### config.mk
export PLATFORM = sky130hd
export DESIGN_NAME = score_display
export DESIGN_NICKNAME = d
export VERILOG_FILES = /design/src/rtl/score_display.sv
export SDC_FILE = /design/constraint.sdc
export NUM_CORES = 1
export LEC_CHECK = 0
export ABC_AREA = 1
export BUFFER_PORTS_ARGS = -buffer_cell sky130_fd_sc_hd__buf_4
export CORE_ASPECT_RATIO = 1.25
export CORE_MARGIN = 10
export CORE_UTILIZATION = 45
export DETAILED_ROUTE_END_ITERATION = 6
export PLACE_DENSITY = 0.62
export SYNTH_ARGS = -nofsm -noshare
export SYNTH_HDL_FRONTEND = slang
export SYNTH_SLANG_ARGS = --single-unit
### constraint.sdc
create_clock -name clk -period 1.7 [get_ports clk]
set_input_delay 0.255 -clock clk [delete_from_list [all_inputs] [get_ports clk]]
set_output_delay 0.255 -clock clk [all_outputs]
set_load 0.05 [all_outputs]
### src/rtl/score_display.sv
// Saturating two-digit BCD win/loss tallies, scanned onto a four-digit
// active-low seven-segment display (wins left pair, losses right pair).
module score_display #(
  parameter int REFRESH_N = 17,
  parameter int MAX_SCORE = 99
) (
  input  logic       clk,
  input  logic       rst,
  input  logic       win,
  input  logic       lose,
  input  logic       clear,
  output logic [6:0] seg,
  output logic [3:0] an,
  output logic       dp
);

  localparam logic [3:0] MAX_TENS = 4'(MAX_SCORE / 10);
  localparam logic [3:0] MAX_ONES = 4'(MAX_SCORE % 10);

  // Index 0 is the loss tally, index 1 the win tally.
  logic           win_q_reg;
  logic           lose_q_reg;
  logic           win_rise;
  logic           lose_rise;
  logic [1:0]     bump;
  logic [15:0]    digits;

  logic [REFRESH_N-1:0] cnt_reg;
  logic [1:0]           sel;
  logic [3:0]           cur_digit;

  logic [6:0] seg_reg;
  logic [6:0] seg_next;
  logic [3:0] an_reg;
  logic [3:0] an_next;
  logic       dp_reg;
  logic       dp_next;

  assign win_rise  = win & ~win_q_reg;
  assign lose_rise = lose & ~lose_q_reg;

  // Simultaneous rises are an illegal event and are dropped.
  always_comb begin
    bump = 2'b00;
    if (!clear && !(win_rise && lose_rise)) begin
      bump = {win_rise, lose_rise};
    end
  end

  // Held at 1 in reset so a level already present at release is not a rise.
  always_ff @(posedge clk or negedge rst) begin
    if (!rst) begin
      win_q_reg  <= 1'b1;
      lose_q_reg <= 1'b1;
    end else begin
      win_q_reg  <= win;
      lose_q_reg <= lose;
    end
  end

  genvar gi;
  generate
    for (gi = 0; gi < 2; gi++) begin : g_tally
      logic [3:0] tens_reg;
      logic [3:0] ones_reg;
      logic [3:0] tens_next;
      logic [3:0] ones_next;

      always_comb begin
        tens_next = tens_reg;
        ones_next = ones_reg;
        if (clear) begin
          tens_next = 4'd0;
          ones_next = 4'd0;
        end else if (bump[gi]) begin
          if (tens_reg == MAX_TENS && ones_reg == MAX_ONES) begin
            tens_next = tens_reg;
            ones_next = ones_reg;
          end else if (ones_reg == 4'd9) begin
            ones_next = 4'd0;
            tens_next = tens_reg + 4'd1;
          end else begin
            ones_next = ones_reg + 4'd1;
          end
        end
      end

      always_ff @(posedge clk or negedge rst) begin
        if (!rst) begin
          tens_reg <= 4'd0;
          ones_reg <= 4'd0;
        end else begin
          tens_reg <= tens_next;
          ones_reg <= ones_next;
        end
      end

      assign digits[gi*8 +: 8] = {tens_reg, ones_reg};
    end
  endgenerate

  always_ff @(posedge clk or negedge rst) begin
    if (!rst) begin
      cnt_reg <= '0;
    end else begin
      cnt_reg <= cnt_reg + REFRESH_N'(1);
    end
  end

  assign sel       = cnt_reg[REFRESH_N-1:REFRESH_N-2];
  assign cur_digit = digits[{sel, 2'b00} +: 4];

  function automatic logic [6:0] seg_code(input logic [3:0] d);
    logic [6:0] s;
    case (d)
      4'd0:    s = 7'b1000000;
      4'd1:    s = 7'b1111001;
      4'd2:    s = 7'b0100100;
      4'd3:    s = 7'b0110000;
      4'd4:    s = 7'b0011001;
      4'd5:    s = 7'b0010010;
      4'd6:    s = 7'b0000010;
      4'd7:    s = 7'b1111000;
      4'd8:    s = 7'b0000000;
      4'd9:    s = 7'b0010000;
      default: s = 7'b1111111;
    endcase
    return s;
  endfunction

  // Odd sel values are tens digits, which blank when zero.
  always_comb begin
    an_next  = ~(4'b0001 << sel);
    dp_next  = (sel != 2'd2);
    seg_next = seg_code(cur_digit);
    if (sel[0] && cur_digit == 4'd0) begin
      seg_next = 7'b1111111;
    end
  end

  always_ff @(posedge clk or negedge rst) begin
    if (!rst) begin
      seg_reg <= 7'b1111111;
      an_reg  <= 4'b1111;
      dp_reg  <= 1'b1;
    end else begin
      seg_reg <= seg_next;
      an_reg  <= an_next;
      dp_reg  <= dp_next;
    end
  end

  assign seg = seg_reg;
  assign an  = an_reg;
  assign dp  = dp_reg;

endmodule

==> results.txt, run 1 <==
- Clock tree root buffer cell: clkbuf_8
- On the worst path, the slowest cell contributes a delay of between 0.4 and 0.5 ns.
- The analysis attributes to net switching a power of around 0.77 mW.
- After clock tree synthesis, the clock-pin slew on the worst setup and hold paths is around 0.090 ns.
* Initial core utilization: 0.462
- Most frequently used flop master after synthesis: dfrtp_1
- Number of flip-flops in the largest register: 17
* Area of the die: ~9500 µm²
* Cts bufs inserted: 5
* Worst path arrival time: around 1.8 ns
- The die is a little under 90 µm wide.
- The critical path goes through buf_4 -> buf_4 -> nand2_1 -> nand2_1 -> nand2_1 -> nand2_2 -> ha_1 -> inv_1 -> nand2_1 -> nand3_1 -> nand3_1.
- Number of DRC markers after the initial detailed-route iteration: 52
- Number of DRC violations after detailed routing: 0
- Entering global routing, the biggest net connects 47 pins.
- By instance count, the cell type seen most on the critical path is nand2_1.
* Cell with the most instances after synthesis: nand2_1
* Count of antenna-violating nets left after detailed routing: 0
* Final max-slew violation count: 0
- For this run, the register share of the synthesized area comes to 0.434.
- Highest clock frequency the design can meet: roughly 640 MHz
* Power Internal: 1.80 mW
- Crit path launch type: register
* Clock network latency to the later pin of the worst-skew pair: approximately 0.30 ns
- Across the routed clock network, the largest skew measured is around 0.007 ns.
- GRT Total Usage: 0.117
* Final worst setup slack: approximately 0.14 ns
- In this run the vertical extent of the chip is 106 µm.
* Number of vias per cell: ~5
- The worst setup path is of the register to register kind.
- Fraction of final layout cells with drive strength greater than 1: 0.257
- Max-slew headroom at the worst pin: 0.606
- End-of-flow core utilization: 0.526
- Number of global-route vias before repair: 1999
- CTS saw 46 sinks.
- Synthesis produced a netlist whose cell count is slightly above 300.
- During synthesis, Yosys emitted a total of 0 warnings.
- The final layout contains between 300 and 400 nets.
- Max-cap violations: 0
- In the post-synthesis netlist, the biggest area contributors are dfrtp_1, dfstp_2, nand2_1, nand3_1, ha_1.
* Number of buffers and inverters on the critical path: 3
- Shortest clock period the worst path allows after layout: between 1.5 and 2 ns
- In the final routed layout, each cell accounts on average for between 10 and 15 µm.
* Commonest cells in the synthesized netlist: nand2_1, nand3_1, dfrtp_1
* Global-route wire length before repair: between 9000 and 10000 µm
* Largest voltage drop on the vdd net: between 0.4 and 0.5 mV
- IO Pins: 17
- Slew at the pin closest to its max-slew limit: just under 0.6 ns
- No sink is reached through more buffers than the 2 on the longest clock path.
- Routability-driven placement finished with a final weighted congestion of 0.819.
* Diode count: 0
* Fraction of post-synthesis cell area in the top cell type by area: 0.307
- Row generation in the floorplan step produced 31 rows.
* Status: finished, final reports clean
- Hold path startpoint: lose
- The region available for standard cell placement spans between 5000 and 6000 µm².
* Post-synthesis area per instance: 8.73 µm²
- Dividing the final minimum period by the clock period gives 0.915.
- Element type at the critical path end: register
- Global route overflow: 0
* Final hold violation count: 0
- Data on the critical path is required at its endpoint by 1.93 ns.
* Hold slack: just under 0.07 ns
- Port buffer count: 16
- Of the total power, the share spent switching nets is 0.301.
- Reg power frac: 0.492
* Post-synthesis async set-or-reset flop share: 1.00
- In the final timing run, aggregate negative setup slack is 0 ns.
* Combinational group share of total power: 0.195
* Fraction of power consumed by the clock network: 0.313
- FF-to-FF Start: cnt_reg[15]
- Initial antenna violation count: 0
- Clock tree from TritonCTS: done
- The largest total area in the synthesized netlist belongs to dfrtp_1.
* Netlist area before placement: 2690 µm²
* Number of H-tree levels: 2
* Largest fanout on the critical path: 8
- Pre-CTS worst setup slack: about 0.044 ns
- Number of nets produced by synthesis: approximately 330
* Number of vias after detailed routing: slightly above 2000
* Static Leakage: ~1.5 nW
- The wire-length estimate of the detail-placed layout is 3810 µm.
- Crit-path slowest cell: dfrtp_2
* Worst setup path startpoint: cnt_reg[15]
- Drt first pass iters: 4
* Overall routed net length: 5120 µm
- For this design the ratio of total power to cell area is 842 nW/µm².
- Setup violation total in the final timing report: 0
* Synth-to-layout area growth: 13.9%
- In this run, synthesis inferred 0 flip-flops with an integrated enable.
- Category of cells accounting for the largest share of critical-path delay: flip-flops
* Synthesis-stage register bit count: between 40 and 50
- The tightest min-delay check is of the primary input to register type.
- After synthesis, the netlist uses 33 different library cells.
## power groups by stage
stage / clock, mW / sequential [mW] / combinational, mW
6_report: 0.807 / 1.27 / 0.503
4_1_cts: 0.846 / 1.27 / 0.506
2_1_floorplan: 0 / 1.39 / 0.241
5_1_grt: 0.898 / 1.28 / 0.565
3_5_place_dp: 0 / 1.29 / 0.502
3_3_place_gp: 0 / 1.29 / 0.493
## placed cells by master, fill, tap and decap left out, types with 8 or more instances in the layout
master   instances
xor2_1          12
nand4_1          8
dfrtp_1         31
ha_1            14
buf_4           27
nand3_1         36
nor2_1          16
inv_1           22
dfstp_2         13
nand2_1         83
nand2_2         10
o21ai_0          8
## worst register-to-register path: stages, from the launching register on
cell	delay [ns]
dfrtp_2	0.49
buf_4	0.18
buf_4	0.15
nand2_1	0.06
nand2_1	0.05
nand2_1	0.06
nand2_2	0.08
ha_1	0.19
inv_1	0.05
nand2_1	0.06
nand3_1	0.08
nand3_1	0.07
## routing by layer
metal	part of all wire	track usage
met1	0.41	0.128
met2	0.54	0.209
met3	0.035	0.0260
met4	0.012	0.0456
met5	0	0
## stage by stage
step	instance area, µm²	power (mW)	std cells
after global placement	2910	1.78	394
after CTS	3030	2.62	403
after global routing	3060	2.74	405
final	3060	2.58	405
after floorplan	2690	1.63	308
after detailed placement	2910	1.79	394
## kinds of logic (layout without fill, tap and decap cells)
logic type,count (synthesis),after routing,synth area share
flops,46,46,0.434
fa+ha+maj,14,14,0.0652
xor+xnor,19,19,0.0619
simple gates,184,184,0.351
compound gates,13,13,0.0321
buf+inv,32,63,0.0559
## repair_timing
action                     4_1_cts  5_1_grt
hold buffers                     1        0
gates resized for setup          0        5
setup endpoints to repair        0        7
buffers inserted                 0        2
hold endpoints to repair        33        0
## path summary, 6_finish.rpt
path / to / slack, ns / cells past startpoint
worst min-delay path: lose_q_reg / 0.07 / 1
worst min register to register: cnt_reg[0] / 0.45 / 1
worst max register to register: seg[6] / 0.14 / 11
min in group asynchronous: g_tally[0].ones_reg[3] / 0.49 / 2
worst max-delay path: seg[6] / 0.14 / 11
max in group asynchronous: cnt_reg[16] / 0.77 / 2
## layout make-up
class	instances	area, µm²
Timing Repair Buffer	28	213
Multi-Input combinational cell	230	1380
Clock buffer	6	72.6
Clock inverter	2	37.5
Fill cell	541	2760
Sequential cell	46	1170
Inverter	27	104
Tap cell	66	82.6
No activity file was read; power rests on OpenSTA's default activity.
==> inputs of run 2 (changes only) <==
--- a/config.mk
+++ b/config.mk
@@ -6,12 +6,13 @@
 export NUM_CORES = 1
 export LEC_CHECK = 0
 export ABC_AREA = 1
-export BUFFER_PORTS_ARGS = -buffer_cell sky130_fd_sc_hd__buf_4
 export CORE_ASPECT_RATIO = 1.25
 export CORE_MARGIN = 10
 export CORE_UTILIZATION = 45
 export DETAILED_ROUTE_END_ITERATION = 6
-export PLACE_DENSITY = 0.62
+export DONT_BUFFER_PORTS = 1
+export HOLD_SLACK_MARGIN = 0.12
+export PLACE_DENSITY = 0.6
 export SYNTH_ARGS = -nofsm -noshare
 export SYNTH_HDL_FRONTEND = slang
 export SYNTH_SLANG_ARGS = --single-unit
==> run 2 against run 1 <==
Via count decreased by 1.6%. Cell area shrank 2.5%. Core utilization down 1.3 points. Cell count fell by 3.0%. Clock-buffer cell count unchanged.
==> results.txt, run 2 (synthesis gave the netlist of run 1 again) <==
- Status: finished, final reports clean
* Initial antenna violation count: 0
- Slew at the pin closest to its max-slew limit: 0.491 ns
- Row Count: 31
* Commonest cells after routing, fill and taps aside: nand2_1, nand3_1, dfrtp_1, inv_1, nor2_1
- Detail-routed net length per standard cell: around 13 µm
* Clock tree root buffer cell: clkbuf_8
- Port buffer count: 0
- Among the stages of the critical path, the cell type that occurs most often is nand2_1.
- Area of the multi-input gates: 1370 µm²
* Crit-path slowest cell: dfrtp_2
- Count of antenna-violating nets left after detailed routing: 0
- Number of vias after detailed routing: about 2000
- Dividing the detail-routed via count by the number of cells gives around 5.1.
- The startpoint identified for the worst hold timing path is clear.
- Register Area: approximately 1200 µm²
- Max-cap violations in this run came to 0.
- The tightest min-delay check is of the primary input to register type.
- Power density over the cells: around 850 nW/µm²
* Worst-path cell chain: nor2_2 -> nand2_1 -> nand2_1 -> nor2_2 -> buf_4 -> ha_1 -> nand2_1 -> nand3_1 -> nand3_1
- For this run, global-route usage on met3 was measured as 0.0229.
- For the worst setup path, the data arrival time is around 1.8 ns.
- Most common cell after layout, fill and taps aside: nand2_1
- # nets final: 345
- Number of flip-flops in the largest register: 17
* Required time of the worst setup path: approximately 1.9 ns
* Most crowded layer after global routing: met2
* Final weighted congestion in routability-driven placement: ~0.81
- For this configuration, the core starts out at a cell density of 0.462.
* Final hold violation count: 0
* Synth-to-layout area growth: 11.0%
- Number of DRC violations after detailed routing: 0
* Delay of the slowest cell on the worst path: 0.49 ns
- The worst hold path terminates at g_tally[1].tens_reg[1].
- 0 antenna diodes ended up in the layout.
- The die is 106 µm tall.
- In the final timing run, aggregate negative setup slack is 0 ns.
- For the worst-skew pair, the clock arrives at the later sink with an insertion delay of a little under 0.3 ns.
- FF-to-FF path depth: 9
- STA classifies the critical path endpoint as a register.
* Static Leakage: 1.42 nW
- VDD sags by at most about 0.42 mV.
- Clock tree from TritonCTS: done
- Setup CP Type: register to register
- Crit path launch type: register
* Global-route wire length before repair: about 9100 µm
- The number of global-route vias before repair is slightly below 2000.
- CTS saw 46 sinks.
* Setup violation total in the final timing report: 0
* Overall routed net length: approximately 5000 µm
* Layout fillers: ~530
* FF-to-FF Start: cnt_reg[15]
* Fraction of final layout cells with drive strength greater than 1: 0.217
- The first TritonRoute pass finished after 4 iterations.
- In this run the critical register-to-register path is captured at seg[3].
- IO Pins: 17
- Largest fanout on the critical path: 8
- After the first detailed-routing iteration, the DRC count stood at 42.
- HPWL after detailed placement: around 3700 µm
- Summing internal, switching and leakage power gives around 2.5 mW.
- Global routing usage on met1: 0.140
* Reg2reg setup slack: approximately 0.15 ns
- For this run the aggregate overflow at the end of global routing stands at 0.
- The smallest clock period supported by the final layout is computed as approximately 1.5 ns.
* Final max-slew violation count: 0
* Largest net degree at the start of global routing: 47
* Met2 capacity usage during global routing: 0.199
- Die width: between 80 and 90 µm
- In the finished design, the share of the clock period the worst path needs comes to 0.909.
- Headroom to the max-slew limit came out at 0.673.
- Highest clock frequency the design can meet: 647 MHz
- Cts bufs inserted: 5
- Measured on the finished design, the core utilization comes to 0.513.
- The floorplan step defined a die boundary enclosing roughly 9500 µm².
- The H-tree generated during clock tree synthesis spans 2 levels.
- Across the routed clock network, the largest skew measured is approximately 0.006 ns.
- WHS Path Cells: 3
* GRT Total Usage: 0.116
- Clk buf depth: 2
* Clock transition at the registers of the reported paths: 0.09 ns
- Unrepaired setup endpoints after global routing: false
- The core region is 5820 µm².
-- run 2: changes by cell type in the layout (fill, tap and decap cells not counted), sizes merged --
cell / previous run / this run
dlygate4sd3: 1 / 4
buf: 27 / 11
clkbuf: 6 / 7
-- run 2: metal layers --
layer	wire (µm)	share of wire
met1	2200	0.44
met3	125	0.025
met4	45	0.0090
met2	2630	0.53
met5	0	0
-- run 2: metrics by stage --
step	setup WS [ns]	area, µm²	cells	hold slack, ns
finish	0.155	2980	393	0.130
CTS	0.0504	2980	392	0.122
global route	0.0145	2980	393	0.132
floorplan	0.138	2690	308	-0.0406
global placement	0.128	2800	379	-0.0392
detailed placement	0.0699	2800	379	-0.0392
-- run 2: worst max path at each step --
stage | startpoint | end | slack (ns) | cells past startpoint
2_1_floorplan | cnt_reg[15] | seg[0] | 0.14 | 10
3_3_place_gp | cnt_reg[16] | seg[3] | 0.13 | 9
3_5_place_dp | cnt_reg[16] | seg[0] | 0.07 | 9
4_1_cts | cnt_reg[16] | seg[0] | 0.05 | 9
5_1_grt | cnt_reg[16] | seg[3] | 0.01 | 9
6_report | cnt_reg[15] | seg[3] | 0.15 | 9
-- run 2: where the power goes --
| part | internal, mW | switching, mW | total, mW |
|---|---|---|---|
| combinational | 0.133 | 0.189 | 0.322 |
| clock | 0.439 | 0.365 | 0.804 |
| sequential | 1.20 | 0.200 | 1.40 |
-- run 2: area by class of cell --
cell class	instances	share of cell area
timing repair buffer	16	0.0495
clock buffer	6	0.0243
inverter	27	0.0348
tap	66	0.0277
sequential	46	0.392
clock inverter	2	0.0126
multi-input combinational	230	0.459
-- run 2: repair_timing --
action                     4_1_cts  5_1_grt
hold endpoints to repair        55        0
gates resized for setup          0        2
setup buffers                    0        1
setup endpoints to repair        0        7
hold buffers                     5        0
-- run 2: critical path: cells and delay by family, from the launching register on --
kind	cells	cell delay [ns]
adders and majority gates	1	0.29
buffers and inverters	1	0.14
and+or+nand+nor	7	0.57
DFF	1	0.49
==> inputs of run 3 (changes only) <==
--- a/config.mk
+++ b/config.mk
@@ -5,7 +5,6 @@
 export SDC_FILE = /design/constraint.sdc
 export NUM_CORES = 1
 export LEC_CHECK = 0
-export ABC_AREA = 1
 export CORE_ASPECT_RATIO = 1.25
 export CORE_MARGIN = 10
 export CORE_UTILIZATION = 45
==> run 3 against run 2 <==
The flow now finishes with violations (setup timing). Register-to-register slack worse by 0.24 ns. Global-route usage is 0.33 points lower. Non-clock buffer count increased by 19. First-iteration DRC count is 62% higher. Largest cell class is now sequential cells. Area after synthesis decreased by 14%. Setup slack got worse by 0.24 ns. Largest power group unchanged. Clock skew up 0.00099 ns. Routed wire length decreased by 4.3%.
==> results.txt, run 3 <==
* Final max-slew violation count: 0
- Fraction of power consumed by the clock network: 0.387
- Final-layout setup total negative slack: -0.136 ns
* Number of H-tree levels: 2
* Number of flip-flops in the largest register: 17
- Synthesis-stage register bit count: 46
- Row Count: 29
- Cell with the most instances after synthesis: dfrtp_1
* Reg2reg setup slack: -0.09 ns
- Counting every net in the synthesized netlist gives ~240.
- Most frequently used flop master after synthesis: dfrtp_1
- Post-layout power: between 2 and 2.5 mW
- Port buffer count: 0
- IO Pins: 17
- The number of clock buffers added by TritonCTS is 5.
- Internal power comes to approximately 1.6 mW.
- Grouping stages by cell kind, the critical path spends the most delay in multiplexers.
- Area of the die: between 8000 and 9000 µm²
- FF-to-FF Start: cnt_reg[15]
- CTS saw between 40 and 50 sinks.
- Among all stages on the critical path, the largest delay is contributed by mux4_2.
* Kind of path behind the tightest hold check: primary input to register
- Of the cells placed in the final design, the portion with a size suffix greater than 1 is 0.270.
* Synth-to-layout area growth: 21.6%
- The congestion estimate from routability-driven global placement came to 0.823.
- The tree is rooted in a clkbuf_8.
- For the worst setup path, the data arrival time is roughly 2 ns.
- After technology mapping, the gate count stands at 219.
* Crit path launch type: register
* Largest fanout on the critical path: 4
- Final std cells w/o fill: 318
- Register area share after synthesis: 0.502
* Final hold violation count: 0
- The final route contains ~1700 vias.
- For the worst-skew pair, the clock arrives at the later sink with an insertion delay of roughly 0.30 ns.
- Share of the clock period used by the worst path after layout: 1.05
- Diode count: 0
- The worst setup path is captured at a register.
* Setup CP Type: register to register
- The first global-routing pass estimated 7880 µm of wire.
- The number of global-route vias before repair is roughly 1600.
- Post-synthesis area per instance: around 11 µm²
* Highest clock frequency the design can meet: between 500 and 600 MHz
- After filler insertion, the fill cell instance count of the layout stands at 426.
- For this run, design rule violations remaining after detail routing come to 0.
* Detail-routed net length per standard cell: ~15 µm
- In this run the power spent charging and discharging nets is slightly below 0.5 mW.
* Shortest clock period the worst path allows after layout: around 1.8 ns
* Endpoint of the worst register-to-register path: seg[3]
* CORE AREA: about 5000 µm²
- Static Leakage: 1.27 nW
- The mapped netlist covers between 2000 and 2500 µm².
* Count of unique library cells instantiated by Yosys: 37
- GRT Total Usage: 0.112
* Commonest cells in the synthesized netlist: dfrtp_1, nor2_1, a21oi_1
- Power density over the cells: 743 nW/µm²
* Largest voltage drop on the vdd net: about 0.39 mV
- End-of-flow core utilization: 0.561
- After synthesis, the cell types taking the most area are dfrtp_1, dfstp_2, ha_1, mux4_2, xnor2_1.
* Total number of yosys warnings: 0
* Cell total after placement: 300
- Initial antenna violation count: 0
* Fraction of post-synthesis cell area in the top cell type by area: 0.355
- Reg power frac: 0.549
- Count of flip-flops with a built-in enable after synthesis: 0
- Of the total power, the share spent switching nets is 0.231.
- Number of vias per cell: 5.31
- Summed over all nets, the half-perimeter wirelength after detailed placement is between 3000 and 4000 µm.
* Drt first pass iters: 4
- The initial utilization of the core area, before any placement, comes to 0.461.
- The checks that failed: setup timing.
- Overall routed net length: between 4000 and 5000 µm
- In the layout the commonest cells are dfrtp_1, buf_4, nor2_1, a21oi_1.
* Die width: around 84 µm
* Status: finished, violations left
- Count of antenna-violating nets left after detailed routing: 0
* Number of buffers and inverters on the critical path: 1
- Post-synthesis async set-or-reset flop share: 1.00
* Global route overflow: 0
- Setup slack on the critical path of the routed design comes to -0.0890 ns.
- Setup repair after global routing could not meet its margin everywhere.
* FF-to-FF path depth: 6
* Max-cap violations: 0
- For the pin with the worst max-slew slack, the measured transition is approximately 0.64 ns.
- Largest net degree at the start of global routing: between 40 and 50
- Leaving out fill and tap cells, the most frequent cell in the layout is dfrtp_1.
- Max-slew headroom at the worst pin: 0.573
- # nets final: about 270
- Number of DRC markers after the initial detailed-route iteration: 68
- No sink is reached through more buffers than the 2 on the longest clock path.
- Die height: between 100 and 150 µm
- Final hold analysis gives a worst-case slack of around 0.36 ns.
- Setup violations remaining at the end of the flow were counted as 4.
- Worst-path cell chain: mux4_2 -> inv_4 -> ha_4 -> a21o_1 -> o21ai_1 -> a22oi_1
- Total number of cells along the worst setup path: 6
- The largest single stage delay on the critical path is ~0.57 ns.
- After clock tree synthesis, the clock-pin slew on the worst setup and hold paths is around 0.09 ns.
- The share of total power dissipated in combinational logic is 0.064.
* Required time of the worst setup path: approximately 1.9 ns
- The synthesized design spends more area on one cell type than any other, namely dfrtp_1.
* Worst setup path startpoint: cnt_reg[15]
- Destination of the critical timing path: seg[3]
- Largest clock skew in the final design: roughly 0.007 ns
- Clock tree from TritonCTS: done
==> run 3: changes by cell type in the layout (fill, tap and decap cells not counted), sizes merged, moves of 4 or more <==
cell / before / now
nor4: 0 / 6
buf: 11 / 31
xor2: 12 / 7
nand4: 8 / 4
a21oi: 0 / 17
nand2b: 0 / 6
nor2: 25 / 20
nand2: 96 / 9
mux4: 0 / 4
nand3: 40 / 13
inv: 27 / 12
or3: 0 / 4
==> run 3: logic make-up after synthesis <==
| group | Yosys count | share of synthesized area |
|---|---|---|
| AND/OR/NAND/NOR | 84 | 0.195 |
| flip-flops | 46 | 0.502 |
| AO/OA/AOI/OAI | 33 | 0.0796 |
| buffers and inverters | 19 | 0.0361 |
| XOR/XNOR | 17 | 0.0640 |
| adder cells (fa/ha/maj) | 14 | 0.0754 |
| multiplexers | 6 | 0.0474 |
==> run 3: layout make-up <==
| cell class | count | area [µm²] | share of cell area |
|---|---|---|---|
| Inverter | 13 | 51.3 | 0.0181 |
| Sequential cell | 46 | 1170 | 0.413 |
| Timing Repair Buffer | 35 | 300 | 0.106 |
| Clock inverter | 2 | 37.5 | 0.0133 |
| Tap cell | 62 | 77.6 | 0.0274 |
| Clock buffer | 6 | 72.6 | 0.0257 |
| Multi-Input combinational cell | 154 | 1120 | 0.396 |
==> run 3: worst min path at each step <==
stage	start	end	slack, ns	depth (start not counted)
after floorplan	rst	cnt_reg[0]	-0.04	0
after global placement	rst	g_tally[0].ones_reg[3]	-0.04	0
after detailed placement	rst	g_tally[0].ones_reg[3]	-0.04	0
after CTS	win	g_tally[1].ones_reg[3]	0.37	4
after global routing	win	g_tally[1].ones_reg[3]	0.39	4
final	lose	g_tally[1].tens_reg[3]	0.36	4
==> run 3: repair_timing <==
item                       CTS  global route
gates resized for setup      5             8
hold endpoints to repair    64             0
hold buffers                 5             0
setup endpoints to repair    7            13
buffers inserted             1             4
gates cloned                 0             0
pin swaps                    3             9
==> run 3: worst min-delay path, delay by kind of cell <==
kind             cells  cell delay [ns]
AO/OA/AOI/OAI        1             0.06
AND/OR/NAND/NOR      3             0.30
==> run 3: power groups by stage <==
stage	combinational (mW)	clock, mW	sequential, mW
2_1_floorplan	0.0537	0	1.17
3_3_place_gp	0.0807	0	1.17
3_5_place_dp	0.0813	0	1.18
4_1_cts	0.128	0.838	1.15
5_1_grt	0.150	0.878	1.16
6_report	0.135	0.813	1.15
==> run 3: layer usage <==
metal  track usage  up-vias  routed length [µm]
met3        0.0340       10                 203
met2         0.188       28                2370
met5             0        -                   0
li1              -      831                   -
met1         0.129      819                2100
met4        0.0503        0                 108
==> run 3: metrics by stage <==
stage | cell area [µm²] | setup WS [ns]
2_1_floorplan | 2330 | 0.00579
3_3_place_gp | 2560 | -0.00747
3_5_place_dp | 2560 | -0.0436
4_1_cts | 2760 | -0.0241
5_1_grt | 2830 | -0.103
6_report | 2830 | -0.0890
